[src/rtl/mul_add_seq.sv]
// Sequential radix-2 shift-add multiply-accumulate: result = a*b + addend, with valid/ready on both sides.
// Optional early exit when no multiplier bits remain: define MUL_ADD_SEQ_EARLY_TERM_EN.
module mul_add_seq #(
    parameter int M = 32
) (
    input  logic           clk,
    input  logic           rst,
    input  logic           in_valid,
    output logic           in_ready,
    input  logic [M-1:0]   a,
    input  logic [M-1:0]   b,
    input  logic [M-1:0]   addend,
    output logic           out_valid,
    input  logic           out_ready,
    output logic [2*M-1:0] result,
    output logic           overflow,
    output logic           busy
);

    localparam int CW = (M > 1) ? $clog2(M) : 1;

    typedef enum logic [1:0] {
        IDLE,
        CALC,
        DONE
    } state_t;

    state_t         state_q, state_d;
    logic [M-1:0]   a_q, a_d;
    logic [M-1:0]   b_q, b_d;
    logic [2*M-1:0] p_q, p_d;
    logic [CW-1:0]  cnt_q, cnt_d;
    logic [2*M-1:0] result_q, result_d;
    logic           overflow_q, overflow_d;
    logic           out_valid_q, out_valid_d;
    logic           last_step;

    // The final step is the one whose result is captured; early exit fires once b_reg >> 1 is empty.
    always_comb begin
`ifdef MUL_ADD_SEQ_EARLY_TERM_EN
        last_step = (cnt_q == CW'(M - 1)) || (b_q[M-1:1] == '0);
`else
        last_step = (cnt_q == CW'(M - 1));
`endif
    end

    always_ff @(posedge clk) begin
        if (rst) begin
            state_q <= IDLE;
        end else begin
            state_q <= state_d;
        end
    end

    always_comb begin
        state_d = state_q;
        case (state_q)
            IDLE:    if (in_valid) state_d = CALC;
            CALC:    if (last_step) state_d = DONE;
            DONE:    if (out_ready) state_d = IDLE;
            default: state_d = IDLE;
        endcase
    end

    always_comb begin
        in_ready  = (state_q == IDLE) && !rst;
        busy      = (state_q != IDLE);
        out_valid = out_valid_q;
        result    = result_q;
        overflow  = overflow_q;
    end

    always_comb begin
        a_d         = a_q;
        b_d         = b_q;
        p_d         = p_q;
        cnt_d       = cnt_q;
        result_d    = result_q;
        overflow_d  = overflow_q;
        out_valid_d = out_valid_q;
        case (state_q)
            IDLE: begin
                if (in_valid) begin
                    a_d   = a;
                    b_d   = b;
                    p_d   = {{M{1'b0}}, addend};
                    cnt_d = '0;
                end
            end
            CALC: begin
                if (b_q[0]) begin
                    p_d = p_q + ({{M{1'b0}}, a_q} << cnt_q);
                end
                b_d   = b_q >> 1;
                cnt_d = cnt_q + CW'(1);
                if (last_step) begin
                    result_d    = p_d;
                    overflow_d  = |p_d[2*M-1:M];
                    out_valid_d = 1'b1;
                end
            end
            DONE: begin
                if (out_ready) begin
                    out_valid_d = 1'b0;
                end
            end
            default: begin
                out_valid_d = 1'b0;
            end
        endcase
    end

    always_ff @(posedge clk) begin
        if (rst) begin
            a_q         <= '0;
            b_q         <= '0;
            p_q         <= '0;
            cnt_q       <= '0;
            result_q    <= '0;
            overflow_q  <= 1'b0;
            out_valid_q <= 1'b0;
        end else begin
            a_q         <= a_d;
            b_q         <= b_d;
            p_q         <= p_d;
            cnt_q       <= cnt_d;
            result_q    <= result_d;
            overflow_q  <= overflow_d;
            out_valid_q <= out_valid_d;
        end
    end

endmodule
[config.mk]
export PLATFORM = sky130hd
export DESIGN_NAME = mul_add_seq
export DESIGN_NICKNAME = d
export VERILOG_FILES = /design/src/rtl/mul_add_seq.sv
export SDC_FILE = /design/constraint.sdc
export NUM_CORES = 1
export LEC_CHECK = 0
export ABC_AREA = 1
export CORE_ASPECT_RATIO = 0.8
export CORE_MARGIN = 5
export CORE_UTILIZATION = 60
export DETAILED_ROUTE_END_ITERATION = 12
export PLACE_DENSITY = 0.84
export SLEW_MARGIN = 5
export SYNTH_ARGS = -nofsm -noshare
export SYNTH_HDL_FRONTEND = slang
export SYNTH_SLANG_ARGS = --single-unit
export TNS_END_PERCENT = 10
[constraint.sdc]
create_clock -name clk -period 8.75 [get_ports clk]
set_clock_uncertainty 0.05 [all_clocks]
set_input_delay 1.3125 -clock clk [delete_from_list [all_inputs] [get_ports clk]]
set_output_delay 1.3125 -clock clk [all_outputs]
set_load 0.1 [all_outputs]
==> results of run 1 <==
## area by class of cell
type	instances	area [um2]	share of cell area, %
Inverter	421	1580	8.42
Tap cell	364	455	2.42
Timing Repair Buffer	182	1780	9.47
Multi-Input combinational cell	2089	10200	54.5
Sequential cell	201	4030	21.4
Clock buffer	26	576	3.06
Clock inverter	8	129	0.686
## synthesized netlist by cell type, drive strengths merged
cell type / number / share of area (%)
a21oi: 97 / 3.0
and3: 4 / 0.15
clkbuf: 96 / 2.2
o31ai: 2 / 0.092
o21ai: 230 / 7.1
nand3: 173 / 5.7
xnor2: 29 / 1.6
nor4: 3 / 0.15
o211ai: 30 / 1.4
buf: 30 / 0.81
a221oi: 3 / 0.16
ha: 65 / 5.0
nand4: 11 / 0.42
clkinv: 10 / 0.23
a31oi: 59 / 2.3
and2: 4 / 0.15
o21a: 1 / 0.046
mux2i: 27 / 1.7
inv: 411 / 9.4
or2: 29 / 1.1
o21bai: 34 / 1.6
dfxtp: 201 / 25
o31a: 1 / 0.054
nand3b: 4 / 0.21
nand2: 1031 / 24
nor2: 226 / 5.8
fa: 1 / 0.12
nor3: 25 / 0.83
## through the flow
| stage | util (%) | hold WS [ns] | setup slack, ns |
|---|---|---|---|
| 2_1_floorplan | - | 0.391 | 4.42 |
| 4_1_cts | 69.5 | 0.412 | 2.92 |
| 5_1_grt | 69.5 | 0.438 | 2.13 |
| 6_report | 69.5 | 0.413 | 2.57 |
| 3_5_place_dp | 66.9 | 0.404 | 2.91 |
| 3_3_place_gp | 66.9 | 0.403 | 2.96 |
## state kept, by name, indices dropped and copies added (netlist names)
register,flops
p_q,64
out_valid,1
b_q,32
cnt_q,5
state_q,2
a_q,32
overflow,1
result,64
## kinds of logic (layout without fill, tap and decap cells)
logic type | Yosys count | after routing | synth area share (%)
buf+inv | 547 | 637 | 12.7
xor+xnor | 29 | 29 | 1.56
compound gates | 457 | 457 | 15.6
simple gates | 1510 | 1510 | 38.7
flops | 201 | 201 | 24.6
fa+ha+maj | 66 | 66 | 5.10
mux | 27 | 27 | 1.66
## critical path, cell delays in order (launching register included)
cell and delay [ns]:
dfxtp_1 1.01, clkinv_1 1.03, o21ai_0 0.70, o21ai_1 0.20, nand2_1 0.10, o21ai_1 0.11
nor2_1 0.44, ha_1 0.41, nand2_1 0.13, nand2_1 0.07, a21oi_1 0.32, nand2_1 0.14
inv_1 0.07, nand2_1 0.07, a21oi_1 0.22, nand2_1 0.10, nand2_1 0.07, nand3_1 0.11
nand2_1 0.14, nand2_1 0.07, nor2_1 0.20, nand2_1 0.12, nor2_1 0.13, a21oi_1 0.07
## metal layers
layer	part of all wire (%)	vias to the layer above	routed length, um	global-route usage (%)
li1	-	9090	-	-
met1	43	8446	25000	52.4
met2	40	1150	23200	53.5
met3	13	171	7500	8.24
met4	4.3	4	2510	13.4
met5	0.043	-	25	0
## path summary, 6_finish.rpt
path | depth (start not counted) | to | slack, ns | start
setup / recovery | 23 | overflow | 2.57 | cnt_q[1]
hold / removal | 2 | b_q[31] | 0.41 | b_q[31]
setup reg to reg | 23 | overflow | 2.57 | cnt_q[1]
hold reg to reg | 2 | b_q[31] | 0.41 | b_q[31]
## layout by cell type, fill, tap and decap left out, types with 2 or more instances in the layout
cell type / Yosys / final
or2_2: 24 / 24
nor3_2: 2 / 2
o211ai_1: 30 / 30
nor3_1: 23 / 23
inv_2: 18 / 18
a21oi_1: 96 / 96
nand4_1: 11 / 11
nor4_1: 2 / 2
nand3_1: 160 / 160
inv_1: 393 / 391
a221oi_1: 3 / 3
clkinv_2: 0 / 2
nor2_2: 27 / 25
o21ai_1: 8 / 8
mux2i_1: 27 / 27
bufinv_16: 0 / 2
o31ai_1: 2 / 2
nand3_2: 13 / 13
ha_1: 65 / 65
nand3b_1: 3 / 3
or2_1: 5 / 5
buf_4: 1 / 15
o21ai_0: 220 / 220
dfxtp_1: 201 / 200
nor2_1: 194 / 193
nand2_2: 27 / 27
clkbuf_16: 0 / 22
o21ai_2: 2 / 2
clkinv_1: 10 / 11
and2_1: 4 / 4
nor2_4: 5 / 8
o21bai_1: 34 / 34
clkinv_4: 0 / 3
a31oi_1: 59 / 59
xnor2_1: 29 / 29
and3_1: 4 / 4
nand2_1: 1004 / 1004
clkdlybuf4s50_1: 0 / 166
clkbuf_1: 96 / 3
## power breakdown
part	total (mW)	switching [mW]	leakage, nW	internal (mW)
sequential	1.01	0.0426	1.64	0.964
clock	0.947	0.416	0.338	0.531
combinational	0.687	0.457	7.22	0.230
total	2.64	0.916	9.20	1.72
==> summary.txt, run 1 <==
STA
  – Fin. Hold Viols: 0
  – Slew @ Worst Pin: ~1.2 ns
  – Setup TNS: 0 ns
  – Tcrit/Tclk final: 70.7%
  – Rel. slew slack: 18.8%
  – Peak Freq: roughly 0.16 GHz
  – Final setup viols: 0
  – Crit path time final: ~6.2 ns
  – RSZ-0062 raised after global routing: false
  – Max-slew violations: 0

Synth
  – Synth Warn #: 0
  – Post-Syn Area: around 0.016 mm2
  – FF+latch count, synth: between 200 and 250
  – Avg Inst Size Synth: about 5.8 um2
  – Synth unique cells: between 40 and 50
  – Sequential-to-total area share from yosys stat: 24.6%
  – Syn nets: around 3000
  – Cells after Synth: between 2000 and 3000

Routing
  – Remaining antenna violation count: 0
  – Vias: roughly 19000
  – DR vias/cell: about 5.7
  – Wire per inst: 17.7 um
  – DRT Pass-1 Iters: 6
  – DRC viols: 0
  – First DRT Iteration DRCs: between 2000 and 3000
  – Total Wirelength: roughly 60000 um

Cells and area
  – Fraction of layout cells with a size suffix above 1: 5.84%
  – Non-Filler Instances: ~3300
  – Final non-filler cell area: 0.0188 mm2
  – Nets: between 3000 and 4000
  – Layout Area Growth over Synthesis: 15.1%
  – N_diodes: 0
  – Filler cells: ~2400

Setup path
  – Crit Path Max Fanout: 36
  – CP arrival: 6.58 ns
  – CP required: 9.15 ns
  – Crit path kind: reg -> reg
  – Worst Setup End Kind: flop
  – Startpoint Class: flop

Floorplanning
  – # rows: between 50 and 60
  – Die Ht: between 150 and 200 um
  – Core area: ~0.027 mm2
  – Die ar.: ~0.03 mm2
  – Initial core utilization: between 60% and 70%
  – Die Wd: ~200 um
  – Boundary pin count: between 150 and 200

Power
  – VDD IR max: 187 uV
  – PD cells: 141 mW/mm2
  – Leak: 9.20 nW
  – Tot Pwr: 2.64 mW

GRT
  – Congestion Overflow GR: 0
  – First-pass GRT wire length: 90300 um
  – Vias in the first global route: between 15000 and 20000
  – All-Layer GR Usage: 36.5%
  – Initial antenna violation count: 2
  – Largest net degree at the start of global routing: 131

Clocking
  – Total CTS buffers: 22
  – Clk buf depth: 3
  – Clock Sink Count: approximately 200
  – Reg clk slew, reported paths: 0.07 ns
  – Post-CTS Setup Repair Bufs: 0
  – Post-CTS Resized: 0
  – Cts hold-fix bufs: 0
  – H-tree levels: 1
  – Clock network latency to the later pin of the worst-skew pair: 0.56 ns
  – CTS tree: yes
  – Root buffer cell: clkbuf_16

Status
  – Outcome: completed

Job
  – Maxcap violations: 0

Place
  – Port Buffer Count: roughly 170
  – Dpl cells: between 3000 and 4000
  – Post-DP Area: roughly 0.018 mm2
  – Detailed placement HPWL: roughly 45000 um
  – Gpl congestion: around 1.1

Worst hold path
  – Worst min-delay path category: reg -> reg
(Power assumes the default switching activity.)
==> run 2: changes to the inputs <==
- CORE_UTILIZATION: 60 -> 59
- PLACE_DENSITY: 0.84 -> 0.82
- clock period: 8.75 -> 5.9 ns (I/O delays scaled with it)
==> run 2 against run 1 <==
  * Sequential share of layout area hardly changed
  * Register-to-register slack worse by 1.8 ns
  * Highest routed layer is now met4
  * First-iteration DRC count up 5.2%
  * Routed wire length grew 3.2%
  * Sequential power increased by 49%
  * Combinational power up 48%
  * Clock power is 47% higher
  * Setup slack worse by 1.8 ns
  * Via count increased by 1.5%
  * Utilization down 0.59 points
  * Final cell count grew 0.21%
  * Global-route usage up 0.086 points
==> summary.txt, run 2 (same netlist as run 1, synthesis figures left out) <==
Clocking
  – Clock network latency to the later pin of the worst-skew pair: 0.55 ns (about the same)
  – Clock Sink Count: 201 (unchanged)
  – Cts hold-fix bufs: 0 (unchanged)
  – Total CTS buffers: 22 (unchanged)
  – H-tree levels: 1 (unchanged)
  – Reg clk slew, reported paths: 0.07 ns (about the same)
  – Clk buf depth: 3 (unchanged)
  – Root buffer cell: clkbuf_16
  – Post-CTS Setup Repair Bufs: 0 (unchanged)
  – CTS tree: yes
  – Post-CTS Resized: 0 (unchanged)

Setup path
  – Crit path kind: reg -> reg
  – Worst Setup SP: cnt_q[0]
  – CP peak stage delay: 0.62 ns (-0.41 ns)
  – Worst Setup End Kind: flop
  – Worst Reg-to-Reg Cells: 24 (+4.3%)
  – Slowest stage cell, crit path: inv_1
  – Crit Path Max Fanout: 29 (-19%)
  – Critical Path, Cell by Cell: inv_1 > o21ai_1 > nand2_1 > o21ai_0 > o21ai_0 > o21ai_0 > nor2_1 > ha_1 > nand2_1 > inv_1 > a21oi_1 > nand2_1 > inv_1 > nand2_1 > a21oi_1 > nand2_1 > nand2_1 > nand3_1 > nand2_1 > nand2_1 > nor2_1 > nand2_1 > nor2_1 > a21oi_1
  – Worst path most repeated cell: nand2_1
  – FF-to-FF Start: cnt_q[0]
  – Startpoint Class: flop
  – CP required: 6.29 ns (-2.86 ns)
  – Reg-to-reg setup timing slack: 0.81 ns (-1.76 ns)
  – Worst R2R End: overflow
  – CP arrival: 5.48 ns (-1.10 ns)

Cells and area
  – N_diodes: 0 (unchanged)
  – FF/Latch Area: 0.00403 mm2 (unchanged)
  – Final non-filler cell area: 0.0188 mm2 (+0.14%)
  – Non-Filler Instances: 3298 (+0.21%)
  – Most frequent cells in the layout: 1004 x nand2_1, 391 x inv_1, 220 x o21ai_0
  – Final core utilization: 68.9% (-0.59 points)
  – Nets: 3086 (+0.097%)
  – Commonest non-fill, non-tap cell in the layout: nand2_1
  – Filler cells: 2410 (-0.083%)
  – Multi-input logic area: 0.0102 mm2 (unchanged)
  – Layout Area Growth over Synthesis: 15.3%
  – Fraction of layout cells with a size suffix above 1: 6.03% (+0.19 points)

Power
  – Pint: 2.54 mW (+47%)
  – Leak: 9.22 nW (+0.28%)
  – Tot Pwr: 3.91 mW (+48%)
  – VDD IR max: 207 uV (+11%)
  – Gate power share: 26.0% (about the same)
  – Reg power frac: 38.4% (+0.3 points)
  – PD cells: 208 mW/mm2 (+48%)
  – P_sw: 1.37 mW (+50%)
  – Switching Fraction: 35.1% (+0.41 points)
  – Clk network pwr share: 35.6% (-0.3 points)

Status
  – Outcome: completed

Floorplanning
  – Initial core utilization: 59.8% (-0.60 points)
  – Die ar.: 0.0311 mm2 (+1.6%)
  – Die Ht: 159 um (+0.79%)
  – Boundary pin count: 168 (unchanged)
  – Core area: 0.0273 mm2 (+1.0%)
  – Die Wd: 196 um (+0.80%)
  – # rows: 54 (unchanged)

STA
  – Peak Freq: 0.196 GHz (+21%)
  – Rel. slew slack: 12.5% (-6.3 points)
  – RSZ-0062 raised after global routing: false
  – Fin. Hold Viols: 0 (unchanged)
  – Tcrit/Tclk final: 86.3% (+16 points)
  – Final setup viols: 0 (unchanged)
  – Crit path time final: 5.09 ns (-1.09 ns)
  – Slew @ Worst Pin: 1.30 ns (+0.0932 ns)
  – Max-slew violations: 0 (unchanged)
  – Setup TNS: 0 ns (unchanged)

Routing
  – Vias: 19100 (+1.5%)
  – Remaining antenna violation count: 0 (unchanged)
  – DRC viols: 0 (unchanged)
  – Total Wirelength: 60100 um (+3.2%)
  – DRT Pass-1 Iters: 7 (+1)
  – DR vias/cell: 5.81 (+1.3%)
  – First DRT Iteration DRCs: 2661 (+5.2%)
  – Wire per inst: 18.2 um (+3.0%)

Worst hold path
  – Critical hold path startpoint: p_q[63]
  – Hold EP: p_q[63]
  – Hold path depth: 2 (unchanged)
  – Worst min-delay path category: reg -> reg

Place
  – Port Buffer Count: 167 (unchanged)
  – Gpl congestion: 1.10 (-2.8%)
  – Detailed placement HPWL: 46500 um (+4.1%)
  – Post-DP Area: 0.0181 mm2 (+0.12%)
  – Dpl cells: 3260 (+0.092%)

Job
  – Maxcap violations: 0 (unchanged)

GRT
  – First-pass GRT wire length: 92800 um (+2.7%)
  – All-Layer GR Usage: 36.5% (+0.086 points)
  – Congestion Overflow GR: 0 (unchanged)
  – Initial antenna violation count: 0 (-2)
  – Vias in the first global route: 17400 (+4.2%)
  – Largest net degree at the start of global routing: 105 (-20%)
-- run 2: cell count changes in the layout (fill, tap and decap cells not counted), sizes merged --
| cell | previous run | this run |
|---|---|---|
| bufinv | 2 | 1 |
| buf | 16 | 19 |
| clkinvlp | 1 | 0 |
| inv | 409 | 411 |
| clkbuf | 26 | 28 |
| clkinv | 17 | 19 |
-- run 2: final cells by class --
class                           instances  share of cell area [%]
Multi-Input combinational cell       2089                    54.4
Clock buffer                           28                    3.15
Sequential cell                       201                    21.4
Inverter                              421                    8.40
Clock inverter                         10                   0.612
Timing Repair Buffer                  185                    9.57
Tap cell                              364                    2.42
-- run 2: metrics by stage --
step	hold WS (ns)	setup WS [ns]
2_1_floorplan	0.391	2.42
3_3_place_gp	0.407	1.11
3_5_place_dp	0.417	1.12
4_1_cts	0.430	1.11
5_1_grt	0.455	0.510
6_report	0.433	0.809
-- run 2: worst max-delay path by stage --
| stage | cells after the start | end | slack [ns] |
|---|---|---|---|
| after floorplan | 3 | in_ready | 2.42 |
| after global placement | 28 | overflow | 1.11 |
| after detailed placement | 24 | overflow | 1.12 |
| after CTS | 24 | overflow | 1.11 |
| after global routing | 25 | overflow | 0.51 |
| final | 24 | overflow | 0.81 |
-- run 2: metal layers --
layer	global-route usage [%]	vias up	share of wire, %
met5	0	-	0
met4	12.4	0	3.9
met3	7.14	169	13
met2	54.4	1153	41
met1	52.8	8734	42
li1	-	9090	-
-- run 2: critical path: cells and delay by family, from the launching register on --
family,cells,cell delay [ns]
AND/OR/NAND/NOR,13,1.80
AO/OA/AOI/OAI,7,1.68
buffers and inverters,3,0.77
adder cells (fa/ha/maj),1,0.38
flip-flops,1,0.31
-- run 2: power by group through the flow --
stage	clock network [mW]	registers [mW]	logic (mW)
finish	1.39	1.50	1.02
global route	1.44	1.50	1.10
CTS	1.39	1.50	0.982
detailed placement	0	1.52	0.972
global placement	0	1.52	0.949
floorplan	0	1.49	0.669
==> run 3: changes to the inputs <==
- GPL_TIMING_DRIVEN: default -> 0
==> run 3 against run 2 <==
  * Register-to-register slack lost 0.15 ns
  * Total power up 1.4%
  * Combinational power up 6%
  * Clock power about the same
  * Hold slack got worse by 0.0027 ns
  * Non-clock buffer count grew 107
  * Sequential share of layout area shrank 0.37 points
  * Sequential power about the same
  * Final cell count grew 3.2%
  * Flip-flop and latch count stayed put
  * Largest power group unchanged
==> summary.txt, run 3 (same netlist as run 1, synthesis figures left out) <==
Worst hold path
  – Hold path depth: 2 (unchanged)
  – Critical hold path startpoint: b_q[31]
  – Hold EP: b_q[31]
  – Worst min-delay path category: reg -> reg

Clocking
  – Clock Sink Count: 201 (unchanged)
  – Post-CTS Setup Repair Bufs: 0 (unchanged)
  – Clock network latency to the later pin of the worst-skew pair: 0.55 ns (about the same)
  – Root buffer cell: clkbuf_16
  – Cts hold-fix bufs: 0 (unchanged)
  – Total CTS buffers: 22 (unchanged)
  – H-tree levels: 1 (unchanged)
  – Clk buf depth: 3 (unchanged)
  – CTS tree: yes
  – Reg clk slew, reported paths: 0.07 ns (about the same)
  – Post-CTS Resized: 0 (unchanged)

Power
  – VDD IR max: 237 uV (+14%)
  – Leak: 9.33 nW (+1.2%)
  – PD cells: 207 mW/mm2 (-0.38%)

Cells and area
  – Fraction of layout cells with a size suffix above 1: 5.52% (-0.51 points)
  – Layout Area Growth over Synthesis: 17.3%
  – N_diodes: 0 (unchanged)
  – Filler cells: 2407 (-0.12%)
  – Most frequent cells in the layout: 1004 x nand2_1, 393 x inv_1, 220 x o21ai_0
  – Final core utilization: 70.1% (+1.2 points)
  – Nets: 3193 (+3.5%)
  – Final non-filler cell area: 0.0191 mm2 (+1.7%)
  – Commonest non-fill, non-tap cell in the layout: nand2_1

Floorplanning
  – Core area: 0.0273 mm2 (unchanged)
  – Die ar.: 0.0311 mm2 (unchanged)
  – # rows: 54 (unchanged)
  – Die Wd: 196 um (unchanged)
  – Initial core utilization: 59.8% (unchanged)
  – Die Ht: 159 um (unchanged)
  – Boundary pin count: 168 (unchanged)

Setup path
  – Startpoint Class: flop
  – Crit path kind: reg -> reg
  – Worst Reg-to-Reg Cells: 23 (-4.2%)
  – Worst R2R End: overflow
  – Worst Setup End Kind: flop
  – Crit Path Max Fanout: 10 (-66%)
  – Reg-to-reg setup timing slack: 0.66 ns (-0.15 ns)
  – CP required: 6.28 ns (about the same)
  – CP arrival: 5.62 ns (+0.14 ns)
  – FF-to-FF Start: cnt_q[1]

Place
  – Gpl congestion: 1.11 (+1.3%)
  – Port Buffer Count: 166 (-0.60%)
  – Detailed placement HPWL: 52400 um (+13%)
  – Post-DP Area: 0.0184 mm2 (+1.8%)

Routing
  – First DRT Iteration DRCs: 2565 (-3.6%)
  – DRC viols: 0 (unchanged)
  – Remaining antenna violation count: 0 (unchanged)
  – DR vias/cell: 5.81 (about the same)
  – DRT Pass-1 Iters: 7 (unchanged)
  – Total Wirelength: 65000 um (+8.1%)
  – Wire per inst: 19.1 um (+4.7%)
  – Vias: 19800 (+3.3%)

STA
  – Fin. Hold Viols: 0 (unchanged)
  – Crit path time final: 5.24 ns (+0.148 ns)
  – Tcrit/Tclk final: 88.8% (+2.5 points)
  – Final setup viols: 0 (unchanged)
  – Peak Freq: 0.191 GHz (-2.8%)
  – RSZ-0062 raised after global routing: false
  – Setup TNS: 0 ns (unchanged)
  – Max-slew violations: 0 (unchanged)
  – Rel. slew slack: 30.6% (+18 points)
  – Slew @ Worst Pin: 1.04 ns (-0.267 ns)

GRT
  – Vias in the first global route: 18100 (+4.1%)
  – First-pass GRT wire length: 99100 um (+6.9%)
  – Congestion Overflow GR: 0 (unchanged)
  – Initial antenna violation count: 1 (+1)
  – Largest net degree at the start of global routing: 15 (-86%)
  – All-Layer GR Usage: 39.7% (+3.1 points)

Job
  – Maxcap violations: 0 (unchanged)

Status
  – Outcome: completed
==> run 3: cell type report <==
class / instances / area, um2 / share of cell area (%)
buffer: 126 / 493 / 2.57
clock buffer: 29 / 597 / 3.12
clock inverter: 9 / 106 / 0.555
inverter: 421 / 1580 / 8.25
multi-input combinational: 2089 / 10200 / 53.4
sequential: 201 / 4020 / 21.0
tap: 364 / 455 / 2.38
timing repair buffer: 166 / 1660 / 8.68
==> run 3: where the power goes <==
part | internal (mW) | switching (mW) | leakage, nW | total (mW)
combinational | 0.350 | 0.732 | 7.34 | 1.08
sequential | 1.43 | 0.0579 | 1.64 | 1.49
clock | 0.766 | 0.626 | 0.345 | 1.39
total | 2.54 | 1.42 | 9.33 | 3.96
==> run 3: through the flow <==
stage	hold WS [ns]	total power, mW	worst slack [ns]	instances
2_1_floorplan	0.391	2.16	2.42	2837
3_3_place_gp	0.409	2.50	1.15	3367
3_5_place_dp	0.419	2.53	1.07	3367
4_1_cts	0.429	3.90	1.03	3405
5_1_grt	0.456	4.09	0.483	3405
6_report	0.430	3.96	0.661	3405
==> run 3: routing by layer <==
layer,vias to the layer above,share of wire [%],GRT usage (%)
met4,0,4.2,13.6
met3,192,14,10.8
li1,9317,-,-
met1,8973,40,54.5
met2,1295,42,60.3
met5,-,0,0
==> run 3: worst max path at each step <==
stage / start / to / slack, ns / cells after the start
4_1_cts: cnt_q[1] / overflow / 1.03 / 23
3_5_place_dp: cnt_q[1] / overflow / 1.07 / 23
5_1_grt: cnt_q[1] / overflow / 0.48 / 27
6_report: cnt_q[1] / overflow / 0.66 / 23
2_1_floorplan: rst / in_ready / 2.42 / 3
3_3_place_gp: cnt_q[1] / overflow / 1.15 / 23
==> run 3: critical path, cell delays in order (launching register included) <==
cell and delay [ns]:
dfxtp_1 0.34, buf_2 0.20, clkinv_1 0.28, clkbuf_1 0.31, o21ai_0 0.35, o21ai_0 0.18
o21ai_0 0.44, o21ai_0 0.39, ha_1 0.52, nand2_2 0.11, nor2_2 0.20, nand2_1 0.16
nor2_1 0.17, inv_1 0.06, nor2_1 0.09, nand2_1 0.08, nand4_1 0.10, nand3_1 0.09
o21ai_1 0.21, nand2_1 0.09, nor2_1 0.27, nand2_1 0.16, nor2_1 0.17, a21oi_1 0.09
